<file path="src/rtl/mips_multicycle_ctrl_if.sv">
//------------------------------------------------------------------------------
// Module   : mips_multicycle_ctrl_if
// Brief    : Control-unit <-> datapath bundle: instruction fields, zero flag,
//            and every mux select / write enable of the multicycle datapath.
// Revision : 1.0
//------------------------------------------------------------------------------
`default_nettype none

interface mips_multicycle_ctrl_if;
    logic [5:0] op;
    logic [5:0] funct;
    logic       zero;
    logic       iord;
    logic       memwrite;
    logic       irwrite;
    logic       regdst;
    logic       memtoreg;
    logic       regwrite;
    logic       alusrca;
    logic [1:0] alusrcb;
    logic [1:0] pcsrc;
    logic [2:0] alucontrol;
    logic       pcen;

    modport master (
        input  op, funct, zero,
        output iord, memwrite, irwrite, regdst, memtoreg, regwrite,
               alusrca, alusrcb, pcsrc, alucontrol, pcen
    );

    modport slave (
        output op, funct, zero,
        input  iord, memwrite, irwrite, regdst, memtoreg, regwrite,
               alusrca, alusrcb, pcsrc, alucontrol, pcen
    );
endinterface

`default_nettype wire

</file>
<file path="src/rtl/mips_multicycle_ctrl.sv">
//------------------------------------------------------------------------------
// Module   : mips_multicycle_ctrl
// Brief    : Moore sequencer and ALU decoder for the multicycle MIPS datapath.
// Revision : 1.0
//------------------------------------------------------------------------------
`default_nettype none

module mips_multicycle_ctrl (
    input  wire logic             clk,
    input  wire logic             reset,
    mips_multicycle_ctrl_if.master io_dp
);

    localparam logic [5:0] c_OP_RTYPE = 6'b000000;
    localparam logic [5:0] c_OP_LW    = 6'b100011;
    localparam logic [5:0] c_OP_SW    = 6'b101011;
    localparam logic [5:0] c_OP_BEQ   = 6'b000100;
    localparam logic [5:0] c_OP_ADDI  = 6'b001000;
    localparam logic [5:0] c_OP_J     = 6'b000010;

    localparam logic [5:0] c_FN_ADD   = 6'b100000;
    localparam logic [5:0] c_FN_SUB   = 6'b100010;
    localparam logic [5:0] c_FN_AND   = 6'b100100;
    localparam logic [5:0] c_FN_OR    = 6'b100101;
    localparam logic [5:0] c_FN_SLT   = 6'b101010;

    typedef enum logic [3:0] {
        S_FETCH   = 4'd0,
        S_DECODE  = 4'd1,
        S_MEMADR  = 4'd2,
        S_MEMRD   = 4'd3,
        S_MEMWB   = 4'd4,
        S_MEMWR   = 4'd5,
        S_RTYPEEX = 4'd6,
        S_RTYPEWB = 4'd7,
        S_BEQEX   = 4'd8,
        S_ADDIEX  = 4'd9,
        S_ADDIWB  = 4'd10,
        S_JEX     = 4'd11
    } state_t;

    typedef struct packed {
        logic       iord;
        logic       memwrite;
        logic       irwrite;
        logic       regdst;
        logic       memtoreg;
        logic       regwrite;
        logic       alusrca;
        logic [1:0] alusrcb;
        logic [1:0] pcsrc;
        logic [1:0] aluop;
        logic       pcwrite;
        logic       branch;
    } ctl_t;

    // Moore control word for a state; anything not listed stays at zero.
    function automatic ctl_t ctl_of(input state_t s);
        ctl_t c;
        c = '0;
        case (s)
            S_FETCH:   begin c.irwrite = 1'b1; c.pcwrite = 1'b1; c.alusrcb = 2'b01; end
            S_DECODE:  c.alusrcb = 2'b11;
            S_MEMADR:  begin c.alusrca = 1'b1; c.alusrcb = 2'b10; end
            S_MEMRD:   c.iord = 1'b1;
            S_MEMWB:   begin c.regwrite = 1'b1; c.memtoreg = 1'b1; end
            S_MEMWR:   begin c.iord = 1'b1; c.memwrite = 1'b1; end
            S_RTYPEEX: begin c.alusrca = 1'b1; c.aluop = 2'b10; end
            S_RTYPEWB: begin c.regwrite = 1'b1; c.regdst = 1'b1; end
            S_BEQEX:   begin
                c.alusrca = 1'b1; c.aluop = 2'b01; c.branch = 1'b1; c.pcsrc = 2'b01;
            end
            S_ADDIEX:  begin c.alusrca = 1'b1; c.alusrcb = 2'b10; end
            S_ADDIWB:  c.regwrite = 1'b1;
            S_JEX:     begin c.pcwrite = 1'b1; c.pcsrc = 2'b10; end
            default:   c = '0;
        endcase
        return c;
    endfunction

    state_t     r_state;
    state_t     w_next;
    ctl_t       r_ctl;
    logic [2:0] w_alucontrol;

    always_comb begin
        w_next = S_FETCH;
        case (r_state)
            S_FETCH:  w_next = S_DECODE;
            S_DECODE: begin
                case (io_dp.op)
                    c_OP_LW, c_OP_SW: w_next = S_MEMADR;
                    c_OP_RTYPE:       w_next = S_RTYPEEX;
                    c_OP_BEQ:         w_next = S_BEQEX;
                    c_OP_ADDI:        w_next = S_ADDIEX;
                    c_OP_J:           w_next = S_JEX;
                    default:          w_next = S_FETCH;
                endcase
            end
            S_MEMADR: begin
                if (io_dp.op == c_OP_LW)
                    w_next = S_MEMRD;
                else if (io_dp.op == c_OP_SW)
                    w_next = S_MEMWR;
                else
                    w_next = S_FETCH;
            end
            S_MEMRD:   w_next = S_MEMWB;
            S_RTYPEEX: w_next = S_RTYPEWB;
            S_ADDIEX:  w_next = S_ADDIWB;
            default:   w_next = S_FETCH;
        endcase
    end

    // The control word is registered alongside the state so outputs leave flops.
    always_ff @(posedge clk) begin
        if (reset) begin
            r_state <= S_FETCH;
            r_ctl   <= ctl_of(S_FETCH);
        end else begin
            r_state <= w_next;
            r_ctl   <= ctl_of(w_next);
        end
    end

    always_comb begin
        w_alucontrol = 3'b010;
        case (r_ctl.aluop)
            2'b01: w_alucontrol = 3'b110;
            2'b10: begin
                case (io_dp.funct)
                    c_FN_ADD: w_alucontrol = 3'b010;
                    c_FN_SUB: w_alucontrol = 3'b110;
                    c_FN_AND: w_alucontrol = 3'b000;
                    c_FN_OR:  w_alucontrol = 3'b001;
                    c_FN_SLT: w_alucontrol = 3'b111;
                    default:  w_alucontrol = 3'b010;
                endcase
            end
            default: w_alucontrol = 3'b010;
        endcase
    end

    // Architectural write enables are killed while reset is high.
    assign io_dp.iord       = r_ctl.iord;
    assign io_dp.memwrite   = r_ctl.memwrite & ~reset;
    assign io_dp.irwrite    = r_ctl.irwrite  & ~reset;
    assign io_dp.regdst     = r_ctl.regdst;
    assign io_dp.memtoreg   = r_ctl.memtoreg;
    assign io_dp.regwrite   = r_ctl.regwrite & ~reset;
    assign io_dp.alusrca    = r_ctl.alusrca;
    assign io_dp.alusrcb    = r_ctl.alusrcb;
    assign io_dp.pcsrc      = r_ctl.pcsrc;
    assign io_dp.alucontrol = w_alucontrol;
    assign io_dp.pcen       = (r_ctl.pcwrite | (r_ctl.branch & io_dp.zero)) & ~reset;

endmodule

`default_nettype wire

</file>
<file path="src/flat_wrapper.sv">
// flat-port wrapper written by rule: the top's interface ports become plain ports
module mips_multicycle_ctrl_flat 
  (clk, reset, io_dp_op, io_dp_funct, io_dp_zero, io_dp_iord, io_dp_memwrite, io_dp_irwrite, io_dp_regdst, io_dp_memtoreg, io_dp_regwrite, io_dp_alusrca, io_dp_alusrcb, io_dp_pcsrc, io_dp_alucontrol, io_dp_pcen);
  mips_multicycle_ctrl_if io_dp_i ();
  input  wire logic clk;
  input  wire logic reset;
  input wire logic [$bits(io_dp_i.op)-1:0] io_dp_op;
  input wire logic [$bits(io_dp_i.funct)-1:0] io_dp_funct;
  input wire logic [$bits(io_dp_i.zero)-1:0] io_dp_zero;
  output wire logic [$bits(io_dp_i.iord)-1:0] io_dp_iord;
  output wire logic [$bits(io_dp_i.memwrite)-1:0] io_dp_memwrite;
  output wire logic [$bits(io_dp_i.irwrite)-1:0] io_dp_irwrite;
  output wire logic [$bits(io_dp_i.regdst)-1:0] io_dp_regdst;
  output wire logic [$bits(io_dp_i.memtoreg)-1:0] io_dp_memtoreg;
  output wire logic [$bits(io_dp_i.regwrite)-1:0] io_dp_regwrite;
  output wire logic [$bits(io_dp_i.alusrca)-1:0] io_dp_alusrca;
  output wire logic [$bits(io_dp_i.alusrcb)-1:0] io_dp_alusrcb;
  output wire logic [$bits(io_dp_i.pcsrc)-1:0] io_dp_pcsrc;
  output wire logic [$bits(io_dp_i.alucontrol)-1:0] io_dp_alucontrol;
  output wire logic [$bits(io_dp_i.pcen)-1:0] io_dp_pcen;
  assign io_dp_i.op = io_dp_op;
  assign io_dp_i.funct = io_dp_funct;
  assign io_dp_i.zero = io_dp_zero;
  assign io_dp_iord = io_dp_i.iord;
  assign io_dp_memwrite = io_dp_i.memwrite;
  assign io_dp_irwrite = io_dp_i.irwrite;
  assign io_dp_regdst = io_dp_i.regdst;
  assign io_dp_memtoreg = io_dp_i.memtoreg;
  assign io_dp_regwrite = io_dp_i.regwrite;
  assign io_dp_alusrca = io_dp_i.alusrca;
  assign io_dp_alusrcb = io_dp_i.alusrcb;
  assign io_dp_pcsrc = io_dp_i.pcsrc;
  assign io_dp_alucontrol = io_dp_i.alucontrol;
  assign io_dp_pcen = io_dp_i.pcen;
  mips_multicycle_ctrl u_core (.clk(clk), .reset(reset), .io_dp(io_dp_i));
endmodule
</file>
<file path="config.mk">
export PLATFORM = sky130hd
export DESIGN_NAME = mips_multicycle_ctrl_flat
export DESIGN_NICKNAME = d
export VERILOG_FILES = /design/src/rtl/mips_multicycle_ctrl_if.sv /design/src/rtl/mips_multicycle_ctrl.sv /design/src/flat_wrapper.sv
export SDC_FILE = /design/constraint.sdc
export NUM_CORES = 1
export LEC_CHECK = 0
export ABC_AREA = 1
export CORE_UTILIZATION = 48
export CTS_BUF_LIST = sky130_fd_sc_hd__clkbuf_4 sky130_fd_sc_hd__clkbuf_8
export DETAILED_ROUTE_END_ITERATION = 10
export PLACE_DENSITY = 0.82
export REMOVE_ABC_BUFFERS = 1
export SETUP_SLACK_MARGIN = 0.3
export SYNTH_ARGS = -nofsm -noshare
export SYNTH_HDL_FRONTEND = slang
export SYNTH_SLANG_ARGS = --single-unit
export TNS_END_PERCENT = 1
</file>
<file path="constraint.sdc">
create_clock -name clk -period 1.3 [get_ports clk]
set_input_delay 0.195 -clock clk [delete_from_list [all_inputs] [get_ports clk]]
set_output_delay 0.195 -clock clk [all_outputs]
set_load 0.02 [all_outputs]
</file>
==> metrics.txt <==
Final Hold Viols 0; number of synthesized register bits 18; Die Area 2250 sq um; core area about 1900 sq um; crit end category output pin; Starting Density 0.510; Buf/Inv on CP 3; Tcrit/Tclk final 1.20; TritonCTS buffer count 3; sequential share of the synthesized area 0.364; root buf cell clkbuf_4; Critical Path AT around 1.4 ns; RD Place Congestion between 0.9 and 1; total gr overflow 0; status finished, violations left; I/O pins 30; Post-CTS Hold Fix Bufs 0; initial antenna violation count 0; clock sinks 18; chip width between 40 and 50 um; vias in the first global route 881; # fillers ~180; Pleak slightly below 0.0007 uW; Via Count a little over 1k; most frequent cells in the layout nor2_1 (28), nand2_1 (21), inv_1 (20); CTS tree done; wire length per cell between 10 and 15 um; Rel. slew slack 0.857; Slew @ Worst Pin 0.213 ns; Crit-path slowest cell dfxtp_2; Post-Syn Instances 150; drt first pass iters 4; DR vias/cell between 4 and 5; PD cells ~800 nW/um^2; area grow syn2layout 38.3%; Die Ht about 47 um; first-pass GRT wire length ~3300 um; maxcap violations 0; n_diodes 0; detailed placement HPWL between 1500 and 2000 um; failing checks negative setup slack; ANT nets after route 0; Critical R2R Capture u_core.io_dp.alusrcb[1]$_SDFF_PP0_; maximum clock rate 0.641 GHz; Post-Syn Area per Cell roughly 6.6 sq um; Max IR drop VDD between 900 and 1000 uV; Clock Pin Slew Worst Setup and Hold Paths 0.09 ns; Setup Fix Bufs, Post-CTS 0; HP Start io_dp_op[4]; largest net degree at the start of global routing 11; Post-DP Area roughly 1300 sq um; Nets 204; Residual DRC 0; Setup violations, final 5; critical-path cell list inv_2, ha_4, inv_4, nand4_1, o22ai_1, buf_4; max-slew violation count 0; Setup Skew 0.00377 ns; worst setup path class reg2out; Total Wirelength 2370 um; hold path endpoint u_core.io_dp.iord$_SDFF_PP0_; commonest non-fill, non-tap cell in the layout nor2_1; CP Max Fanout 3; CP top delay family flip-flops; startpoint class of the critical path flip-flop; buffers added on ports 29; Tmin final between 1.5 and 2 ns; type of the most critical hold path in2reg; synth warn 0; fin util 0.706; layout cells sized above 1 0.339; R2R depth 9; Data required, critical path between 1 and 1.5 ns; Finished Cell Area 1370 sq um; Worst-Skew Late Latency 0.29 ns; FF-to-FF setup slack -0.01 ns; # rows 16; unrepaired setup endpoints after global routing yes; mapped cell area 991 sq um; reg2reg start u_core.r_state[1]$_SDFF_PP0_; hold path cells 4; total track usage 0.217; Longest Clk Path Bufs 2; worst path setup slack after routing -0.259 ns; DRT iter0 DRCs 13; delay of the slowest critical-path stage ~0.35 ns; H-tree Lvls 1; number of distinct library cells after synthesis 21
==> power breakdown <==
group / leakage, uW / switching [uW] / internal (uW)
logic: 0.000509 / 102 / 86.5
clock network: 0.0000210 / 155 / 171
registers: 0.000149 / 8.70 / 566
==> metal layers <==
layer  GRT usage  routed length [um]
met5           0                   0
met1       0.224                 935
met3      0.0604                 132
met2       0.392                1260
met4       0.120                  47
==> synth_stat cells, drive strengths merged <==
cell	number	share of area
a21oi	2	0.010
buf	4	0.030
clkbuf	1	0.0038
clkinv	2	0.0088
dfxtp	18	0.36
ha	2	0.025
inv	26	0.098
nand2	27	0.11
nand3	18	0.10
nand3b	1	0.0076
nand4	2	0.013
nor2	40	0.19
nor3	5	0.025
o21ai	1	0.0050
o22ai	1	0.0063
==> area by class of cell <==
type / instances / area (sq um) / area share
Clock buffer: 4 / 36.3 / 0.0265
Inverter: 28 / 109 / 0.0795
Multi-Input combinational cell: 99 / 534 / 0.390
Sequential cell: 18 / 367 / 0.268
Tap cell: 27 / 33.8 / 0.0247
Timing Repair Buffer: 37 / 290 / 0.212
==> timing repair <==
item	in CTS	in global routing
pin swaps	12	6
gates resized for setup	84	12
setup endpoints to repair	30	26
==> logic make-up (layout without fill, tap and decap cells) <==
family,count (synthesis),in the layout,share of synthesized area
adders and majority gates,2,2,0.0252
buffers and inverters,33,69,0.141
DFF,18,18,0.364
and+or+nand+nor,93,93,0.448
AOI/OAI and AO/OA,4,4,0.0215
==> flip-flops by register name, indices dropped and copies added, names as in the netlist <==
register	flops
u_core.r_ctl	6
u_core.io_dp.alusrcb	2
u_core.r_state	4
u_core.io_dp.memtoreg	1
u_core.io_dp.iord	1
u_core.io_dp.alusrca	1
u_core.io_dp.pcsrc	2
u_core.io_dp.regdst	1
==> per-stage QoR <==
| stage | setup TNS, ns | total power (uW) | hold WS, ns | cells | setup slack, ns |
|---|---|---|---|---|---|
| floorplan | -0.129 | 670 | 0.264 | 145 | -0.0883 |
| global placement | -6.30 | 771 | 0.553 | 209 | -0.575 |
| detailed placement | -7.15 | 777 | 0.551 | 209 | -0.668 |
| CTS | -0.674 | 1100 | 0.394 | 213 | -0.272 |
| global route | -1.75 | 1150 | 0.415 | 213 | -0.349 |
| finish | -0.693 | 1090 | 0.409 | 213 | -0.259 |
==> tightest hold or removal path, stage by stage <==
cell and delay (ns):
dlygate4sd2_1 0.25, nor2_2 0.07, nand2_1 0.09, nor3_1 0.06
==> how the worst max path moves through the flow <==
stage                                    start  cells past startpoint  slack (ns)                  end
floorplan           u_core.r_ctl[0]$_SDFF_PP0_                      5       -0.09  io_dp_alucontrol[0]
global route        u_core.r_ctl[0]$_SDFF_PP0_                      6       -0.35  io_dp_alucontrol[0]
finish              u_core.r_ctl[0]$_SDFF_PP0_                      6       -0.26  io_dp_alucontrol[0]
detailed placement              io_dp_funct[5]                      6       -0.67  io_dp_alucontrol[0]
CTS                 u_core.r_ctl[0]$_SDFF_PP0_                      6       -0.27  io_dp_alucontrol[0]
global placement                io_dp_funct[5]                      6       -0.57  io_dp_alucontrol[0]
(Power assumes the default switching activity.)
